===== src/rtl/dds_pkg.sv =====
`default_nettype none
// ============================================================================
//  Module      : dds_pkg
//  Description : Shared constants for the DDS output path. Holds the default
//                DAC sample width, the SPI frame-length helper, the DAC
//                serialiser state encoding and the DAC control-bit commands.
//  Revision    : 1.0  initial release
// ============================================================================
package dds_pkg;

    // Default sample width of the DDS sine output / DAC input
    localparam int DAC_WIDTH_DEF = 12;
    localparam int CMD_BITS_DEF  = 4;

    // DAC control bits prepended to each sample (PD1/PD0 in the low two bits)
    localparam logic [3:0] CMD_NORMAL  = 4'b0000;
    localparam logic [3:0] CMD_PD_1K   = 4'b0001;
    localparam logic [3:0] CMD_PD_100K = 4'b0010;
    localparam logic [3:0] CMD_PD_HIZ  = 4'b0011;

    // Serialiser states
    localparam logic [1:0] ST_IDLE  = 2'd0;
    localparam logic [1:0] ST_SHIFT = 2'd1;
    localparam logic [1:0] ST_HOLD  = 2'd2;

    // Total bits in one SPI frame: control bits followed by the sample
    function automatic int frame_bits(input int cmd_bits, input int dac_width);
        return cmd_bits + dac_width;
    endfunction

endpackage
`default_nettype wire


===== src/rtl/dac_spi_sclk_gen.sv =====
`default_nettype none
// ============================================================================
//  Module      : dac_spi_sclk_gen
//  Description : SPI clock generator for the DAC serialiser. Toggles the SPI
//                clock every SCLK_DIV enabled cycles, starting from high.
//                The tick outputs flag the cycle whose closing clk edge makes
//                the falling / rising SPI clock transition.
//  Revision    : 1.0  initial release
// ============================================================================
module dac_spi_sclk_gen #(
    parameter int SCLK_DIV = 2
) (
    input  logic clk,
    input  logic rst,
    input  logic i_clear,
    input  logic i_en,
    output logic o_sclk,
    output logic o_fall_tick,
    output logic o_rise_tick
);

    localparam int                c_cnt_w    = (SCLK_DIV > 1) ? $clog2(SCLK_DIV) : 1;
    localparam logic [c_cnt_w-1:0] c_cnt_last = c_cnt_w'(SCLK_DIV - 1);

    logic [c_cnt_w-1:0] r_cnt;
    logic               r_sclk;
    logic               w_last;

    // Last cycle of the current half-period
    assign w_last      = i_en && (r_cnt == c_cnt_last);
    assign o_fall_tick = w_last &&  r_sclk;
    assign o_rise_tick = w_last && !r_sclk;
    assign o_sclk      = r_sclk;

    // Half-period counter; SPI clock parks high whenever not enabled
    always_ff @(posedge clk) begin
        if (rst || i_clear || !i_en) begin
            r_cnt  <= '0;
            r_sclk <= 1'b1;
        end else if (w_last) begin
            r_cnt  <= '0;
            r_sclk <= ~r_sclk;
        end else begin
            r_cnt  <= r_cnt + 1'b1;
        end
    end

endmodule
`default_nettype wire


===== src/rtl/dac_spi_tx.sv =====
`default_nettype none
// ============================================================================
//  Module      : dac_spi_tx
//  Description : Serialises one DDS sample per SPI frame to a DAC7512 /
//                AD5620-style DAC (SYNC_n framed, MSB first, data sampled on
//                the falling SPI clock edge). Single-entry valid/ready input.
//                Build option DAC_SPI_OFFSET_BIN_EN: treat the sample as two's
//                complement and invert its MSB to get offset binary.
//  Revision    : 1.0  initial release
// ============================================================================
module dac_spi_tx
    import dds_pkg::*;
#(
    parameter int                  DAC_WIDTH     = DAC_WIDTH_DEF,
    parameter int                  CMD_BITS      = CMD_BITS_DEF,
    parameter logic [CMD_BITS-1:0] CMD_VAL       = CMD_BITS'(CMD_NORMAL),
    parameter int                  SCLK_DIV      = 2,
    parameter int                  SYNC_HIGH_CYC = 2
) (
    input  logic                 clk,
    input  logic                 rst,
    input  logic [DAC_WIDTH-1:0] sample_data,
    input  logic                 sample_valid,
    output logic                 sample_ready,
    output logic                 dac_sclk,
    output logic                 dac_sync_n,
    output logic                 dac_sdo,
    output logic                 busy,
    output logic                 frame_done
);

    localparam int FRAME_BITS = frame_bits(CMD_BITS, DAC_WIDTH);
    localparam int c_bit_w    = $clog2(FRAME_BITS);
    localparam int c_hold_w   = (SYNC_HIGH_CYC > 1) ? $clog2(SYNC_HIGH_CYC) : 1;

    localparam logic [c_bit_w-1:0]  c_bit_last  = c_bit_w'(FRAME_BITS - 1);
    localparam logic [c_hold_w-1:0] c_hold_last = c_hold_w'(SYNC_HIGH_CYC - 1);

    logic [1:0]            r_state;
    logic [FRAME_BITS-1:0] r_shreg;
    logic [c_bit_w-1:0]    r_bit_cnt;
    logic                  r_last;
    logic [c_hold_w-1:0]   r_hold_cnt;
    logic                  r_ready;
    logic                  r_sync_n;
    logic                  r_frame_done;

    logic [DAC_WIDTH-1:0]  w_sample;
    logic                  w_accept;
    logic                  w_sclk_en;
    logic                  w_sclk;
    logic                  w_fall;
    logic                  w_rise;

`ifdef DAC_SPI_OFFSET_BIN_EN
    // Two's complement in, offset binary out: flip the sign bit
    assign w_sample = {~sample_data[DAC_WIDTH-1], sample_data[DAC_WIDTH-2:0]};
`else
    assign w_sample = sample_data;
`endif

    // r_ready is only ever set in IDLE, so it alone qualifies the handshake
    assign w_accept  = sample_valid && r_ready;
    assign w_sclk_en = (r_state == ST_SHIFT);

    dac_spi_sclk_gen #(
        .SCLK_DIV (SCLK_DIV)
    ) u_sclk_gen (
        .clk         (clk),
        .rst         (rst),
        .i_clear     (w_accept),
        .i_en        (w_sclk_en),
        .o_sclk      (w_sclk),
        .o_fall_tick (w_fall),
        .o_rise_tick (w_rise)
    );

    assign sample_ready = r_ready;
    assign dac_sclk     = w_sclk;
    assign dac_sync_n   = r_sync_n;
    // Shift register empties to zero after the last bit, so SDO idles low
    assign dac_sdo      = r_shreg[FRAME_BITS-1];
    assign busy         = (r_state != ST_IDLE);
    assign frame_done   = r_frame_done;

    // Frame FSM: accept, shift out MSB first, hold SYNC_n high, return to IDLE
    always_ff @(posedge clk) begin
        if (rst) begin
            r_state      <= ST_IDLE;
            r_shreg      <= '0;
            r_bit_cnt    <= '0;
            r_last       <= 1'b0;
            r_hold_cnt   <= '0;
            r_ready      <= 1'b0;
            r_sync_n     <= 1'b1;
            r_frame_done <= 1'b0;
        end else begin
            r_frame_done <= 1'b0;
            case (r_state)
                ST_IDLE: begin
                    r_ready <= 1'b1;
                    if (w_accept) begin
                        r_shreg   <= {CMD_VAL, w_sample};
                        r_bit_cnt <= '0;
                        r_last    <= 1'b0;
                        r_ready   <= 1'b0;
                        r_sync_n  <= 1'b0;
                        r_state   <= ST_SHIFT;
                    end
                end
                ST_SHIFT: begin
                    // Count DAC sampling edges; flag the final bit instead of wrapping
                    if (w_fall) begin
                        if (r_bit_cnt == c_bit_last) begin
                            r_last <= 1'b1;
                        end else begin
                            r_bit_cnt <= r_bit_cnt + 1'b1;
                        end
                    end
                    // New bit appears together with the rising SPI clock edge
                    if (w_rise) begin
                        r_shreg <= r_shreg << 1;
                        if (r_last) begin
                            r_sync_n     <= 1'b1;
                            r_frame_done <= 1'b1;
                            r_hold_cnt   <= '0;
                            r_state      <= ST_HOLD;
                        end
                    end
                end
                ST_HOLD: begin
                    if (r_hold_cnt == c_hold_last) begin
                        r_ready <= 1'b1;
                        r_state <= ST_IDLE;
                    end else begin
                        r_hold_cnt <= r_hold_cnt + 1'b1;
                    end
                end
                default: begin
                    r_state <= ST_IDLE;
                end
            endcase
        end
    end

endmodule
`default_nettype wire


===== config.mk =====
export PLATFORM = sky130hd
export DESIGN_NAME = dac_spi_tx
export DESIGN_NICKNAME = d
export VERILOG_FILES = /design/src/rtl/dds_pkg.sv /design/src/rtl/dac_spi_sclk_gen.sv /design/src/rtl/dac_spi_tx.sv
export SDC_FILE = /design/constraint.sdc
export NUM_CORES = 1
export LEC_CHECK = 0
export CAP_MARGIN = 0
export CORE_ASPECT_RATIO = 1.4
export CORE_MARGIN = 3
export CORE_UTILIZATION = 56
export CTS_CLUSTER_SIZE = 30
export DETAILED_ROUTE_END_ITERATION = 16
export PLACE_DENSITY = 0.94
export SLEW_MARGIN = 25
export SYNTH_ARGS = -nofsm -noshare
export SYNTH_HDL_FRONTEND = slang
export SYNTH_HIERARCHICAL = 1
export SYNTH_SLANG_ARGS = --single-unit

===== constraint.sdc =====
create_clock -name clk -period 3.6 [get_ports clk]
set_input_delay 0.36 -clock clk [delete_from_list [all_inputs] [get_ports clk]]
set_output_delay 0.36 -clock clk [all_outputs]
set_load 0.005 [all_outputs]

==> key figures <==
Route
  • Detailed-router iteration count before antenna repair: 4
  • Ratio of routed vias to standard cells: 6.38
  • Total wire length after detailed routing: 3110 um
  • Number of antenna-violating nets in the routed design: 0
  • Routed WL per cell: 15.8 um
  • Residual DRC count: 0
  • Detailed-route via count: 1,257
  • Count of routing violations after the opening detailed-route iteration: 43

Final layout
  • Fillers: 184
  • Proportion of layout cells with a drive suffix above 1: under 10%
  • Synth-to-layout area growth: 17.0%
  • # nets final: 190
  • Post-route standard cell area excluding fillers: 1600 um2
  • Antenna cell count: 0

Global route
  • Number of antenna violations at the first check in global routing: 0
  • Total routing usage reported by global routing: roughly 23%
  • Largest net degree at the start of global routing: 28
  • Number of global-route vias before repair: 1,228
  • GRT overflow: 0
  • First-pass GRT wire length: 5200 um

Synth
  • Number of flops mapped to enable cells by yosys: 0
  • Yosys reg bits: 29
  • Mean Syn Cell Area: roughly 8.6 um2
  • Instance count of the mapped netlist: 160
  • Mapped cell area: 1370 um2
  • Mux cell area share after synthesis: 1.46%
  • Share of the yosys chip area belonging to registers: roughly 42%
  • Yosys warnings: 6
  • Complex-gate fraction of the synthesized area: around 20%
  • Unique masters post-synth: between 40 and 50
  • Post-synth top area share: 42.4%
  • Largest cells by area after synthesis: dfxtp_1 (42%), nand2_1 (7.9%), a311oi_1 (6.4%)
  • Post-synth top area cell: dfxtp_1
  • Syn nets: ~180
  • Fraction of the mapped netlist area in simple logic gates: a little over a quarter
  • Synth Area in XOR/XNOR: less than 1%
  • Predominant post-synthesis flop cell: dfxtp_1
  • Adder-cell area share of the yosys netlist: 0.913%
  • Synth async-reset ratio: 0%
  • Dominant combinational cell family by area after synthesis: simple AND/OR/NAND/NOR gates

Floorplanning
  • Number of primary I/O pins: 21
  • Overall die height: 64.5 um
  • Std-Cell Rows: 20
  • Starting density of the core: between 60% and 70%
  • Area of the die: 3080 um2
  • Floorplan Core Area: about 2300 um2
  • Die width: 47.8 um

Power and ir drop
  • Static leakage: 0.574 nW
  • Worst IR drop on VDD: 0.427 mV
  • Power density over the cells: 445 nW/um2

CTS
  • Maximum count of clock buffers along a single path: 2
  • Deepest level of the CTS H-tree: 2
  • Clock tree from TritonCTS: yes
  • Hold-fix buffers, CTS: 0
  • Number of clock sinks: 29
  • Cell at the root of the clock tree: clkbuf_4
  • Worst-Skew Late Latency: 0.33 ns
  • Setup repair bufs after CTS: 0
  • Clock-pin slew on the worst setup and hold paths: 0.09 ns
  • Number of buffers added by the clock tree synthesis step: 5
  • Number of cells upsized or downsized after cts: 0

Placed design
  • Post-detailed-placement cell area: 1520 um2
  • Dpl hpwl: between 2000 and 2500 um
  • Number of buffer cells added on primary ports: 20
  • RD Place Congestion: approximately 0.8

STA
  • Setup-failing EPs final: 0
  • RSZ-0062 raised after global routing: false
  • Slew at the pin with the worst max-slew slack: 0.988 ns
  • FMAX: 390 MHz
  • Max-Slew Margin vs Limit: 33.9%
  • Shortest clock period the worst path allows after layout: 2.56 ns
  • Pins over their slew limit: 0
  • Worst Clk Skew: 0.00638 ns
  • Final number of hold-violating endpoints: 0
  • TNS Setup: 0 ns
  • Period utilization: a little under three quarters

Critical path
  • Critical path fanouts, max: 19
  • Critical path startpoint category: flip-flop
  • Data arrival time at the worst-slack endpoint: about 2.8 ns
  • Cell-by-cell trace of the critical path: nand2b_1 > inv_1 > nand2_1 > nor2_1 > and3b_1 > o22ai_1 > a211o_1
  • Crit path capture type: flip-flop
  • Worst setup path category: flip-flop to flip-flop
  • Required arrival time at the worst endpoint: 3.83 ns
  • Cell with the biggest individual delay on the critical path: dfxtp_1
  • Critical Path Max Stage Delay: 0.52 ns

Status
  • Run status: finished, final reports clean

Flow run
  • Number of maximum-capacitance violations: 0

Hold path
  • Hold crit path type: flip-flop to flip-flop
## synthesized netlist by cell type (2+ instances only)
cell type / number
a21oi_1: 10
a22oi_1: 2
nor2_1: 6
nand3_1: 8
nor3_1: 13
nand2b_1: 2
mux2i_1: 2
buf_2: 7
dfxtp_1: 29
o211ai_1: 4
clkbuf_1: 3
nand2_1: 29
and2_1: 2
a311oi_1: 10
nand3b_1: 2
inv_1: 4
buf_6: 3
## layout by cell type (no fill, tap or decap), types with 2 or more instances in the layout
cell type and count:
nand3b_1 2, nand3_1 8, nor2_1 6, a21oi_1 10, nand2_1 29, clkbuf_4 5, a311oi_1 10, clkdlybuf4s50_1 20
o211ai_1 4, mux2i_1 2, nor3_1 13, inv_1 4, dfxtp_1 29, a22oi_1 2, and2_1 2, nand2b_1 2
## path summary, 6_finish.rpt
kind	end	slack (ns)	from	depth (start not counted)
setup reg to reg	dac_sync_n	1.04	r_state[0]	7
setup / recovery	dac_sync_n	1.04	r_state[0]	7
hold / removal	r_shreg[13]	0.47	r_shreg[13]	2
hold reg to reg	r_shreg[13]	0.47	r_shreg[13]	2
## per-stage QoR
step / hold slack, ns / instances / util, % / power (mW) / setup WS (ns)
2_1_floorplan: 0.433 / 160 / - / 0.413 / 1.69
3_5_place_dp: 0.459 / 189 / 67.4 / 0.442 / 1.07
5_1_grt: 0.505 / 197 / 71.2 / 0.746 / 0.722
3_3_place_gp: 0.454 / 189 / 67.4 / 0.438 / 1.20
6_report: 0.473 / 197 / 71.2 / 0.713 / 1.04
4_1_cts: 0.473 / 197 / 71.2 / 0.719 / 1.07
## report_power, final
part           internal [mW]  switching (mW)  total, mW
registers              0.335          0.0116      0.347
logic                 0.0425          0.0461     0.0886
clock network          0.166           0.112      0.278
total                  0.543           0.170      0.713
## area by class of cell
| class | count | area, um2 | share of cell area (%) |
|---|---|---|---|
| clock inverter | 1 | 30.0 | 1.87 |
| inverter | 4 | 15.0 | 0.937 |
| tap | 22 | 27.5 | 1.72 |
| timing repair buffer | 21 | 208 | 13.0 |
| sequential | 29 | 581 | 36.2 |
| clock buffer | 7 | 55.1 | 3.43 |
| multi-input combinational | 113 | 687 | 42.9 |
## metal layers
| layer | vias to the layer above | wire, um | GRT usage (%) |
|---|---|---|---|
| li1 | 614 | - | - |
| met1 | 596 | 1320 | 27.5 |
| met2 | 37 | 1560 | 35.3 |
| met3 | 10 | 161 | 8.89 |
| met4 | 0 | 75 | 9.76 |
| met5 | - | 0 | 0 |
## sequential cells by signal, indices dropped and copies added, names as in the netlist
name,flops
r_state,2
r_bit_cnt,4
u_sclk_gen/o_sclk,1
r_last,1
frame_done,1
r_hold_cnt,1
sample_ready,1
dac_sync_n,1
r_shreg,16
u_sclk_gen/r_cnt,1
## logic make-up (layout without fill, tap and decap cells)
family,count (synthesis),after routing
and+or+nand+nor,72,72
buffers and inverters,18,33
xor gates and xnor gates,1,1
DFF,29,29
muxes,2,2
AOI/OAI and AO/OA,37,37
adders and majority gates,1,1
## critical path, delay by kind of cell, from the launching register on
kind / cells / cell delay [ns]
AO/OA/AOI/OAI: 2 / 0.43
flip-flops: 1 / 0.52
buffers and inverters: 1 / 0.18
AND/OR/NAND/NOR: 4 / 1.34
Power figures use the tool's default switching activity.
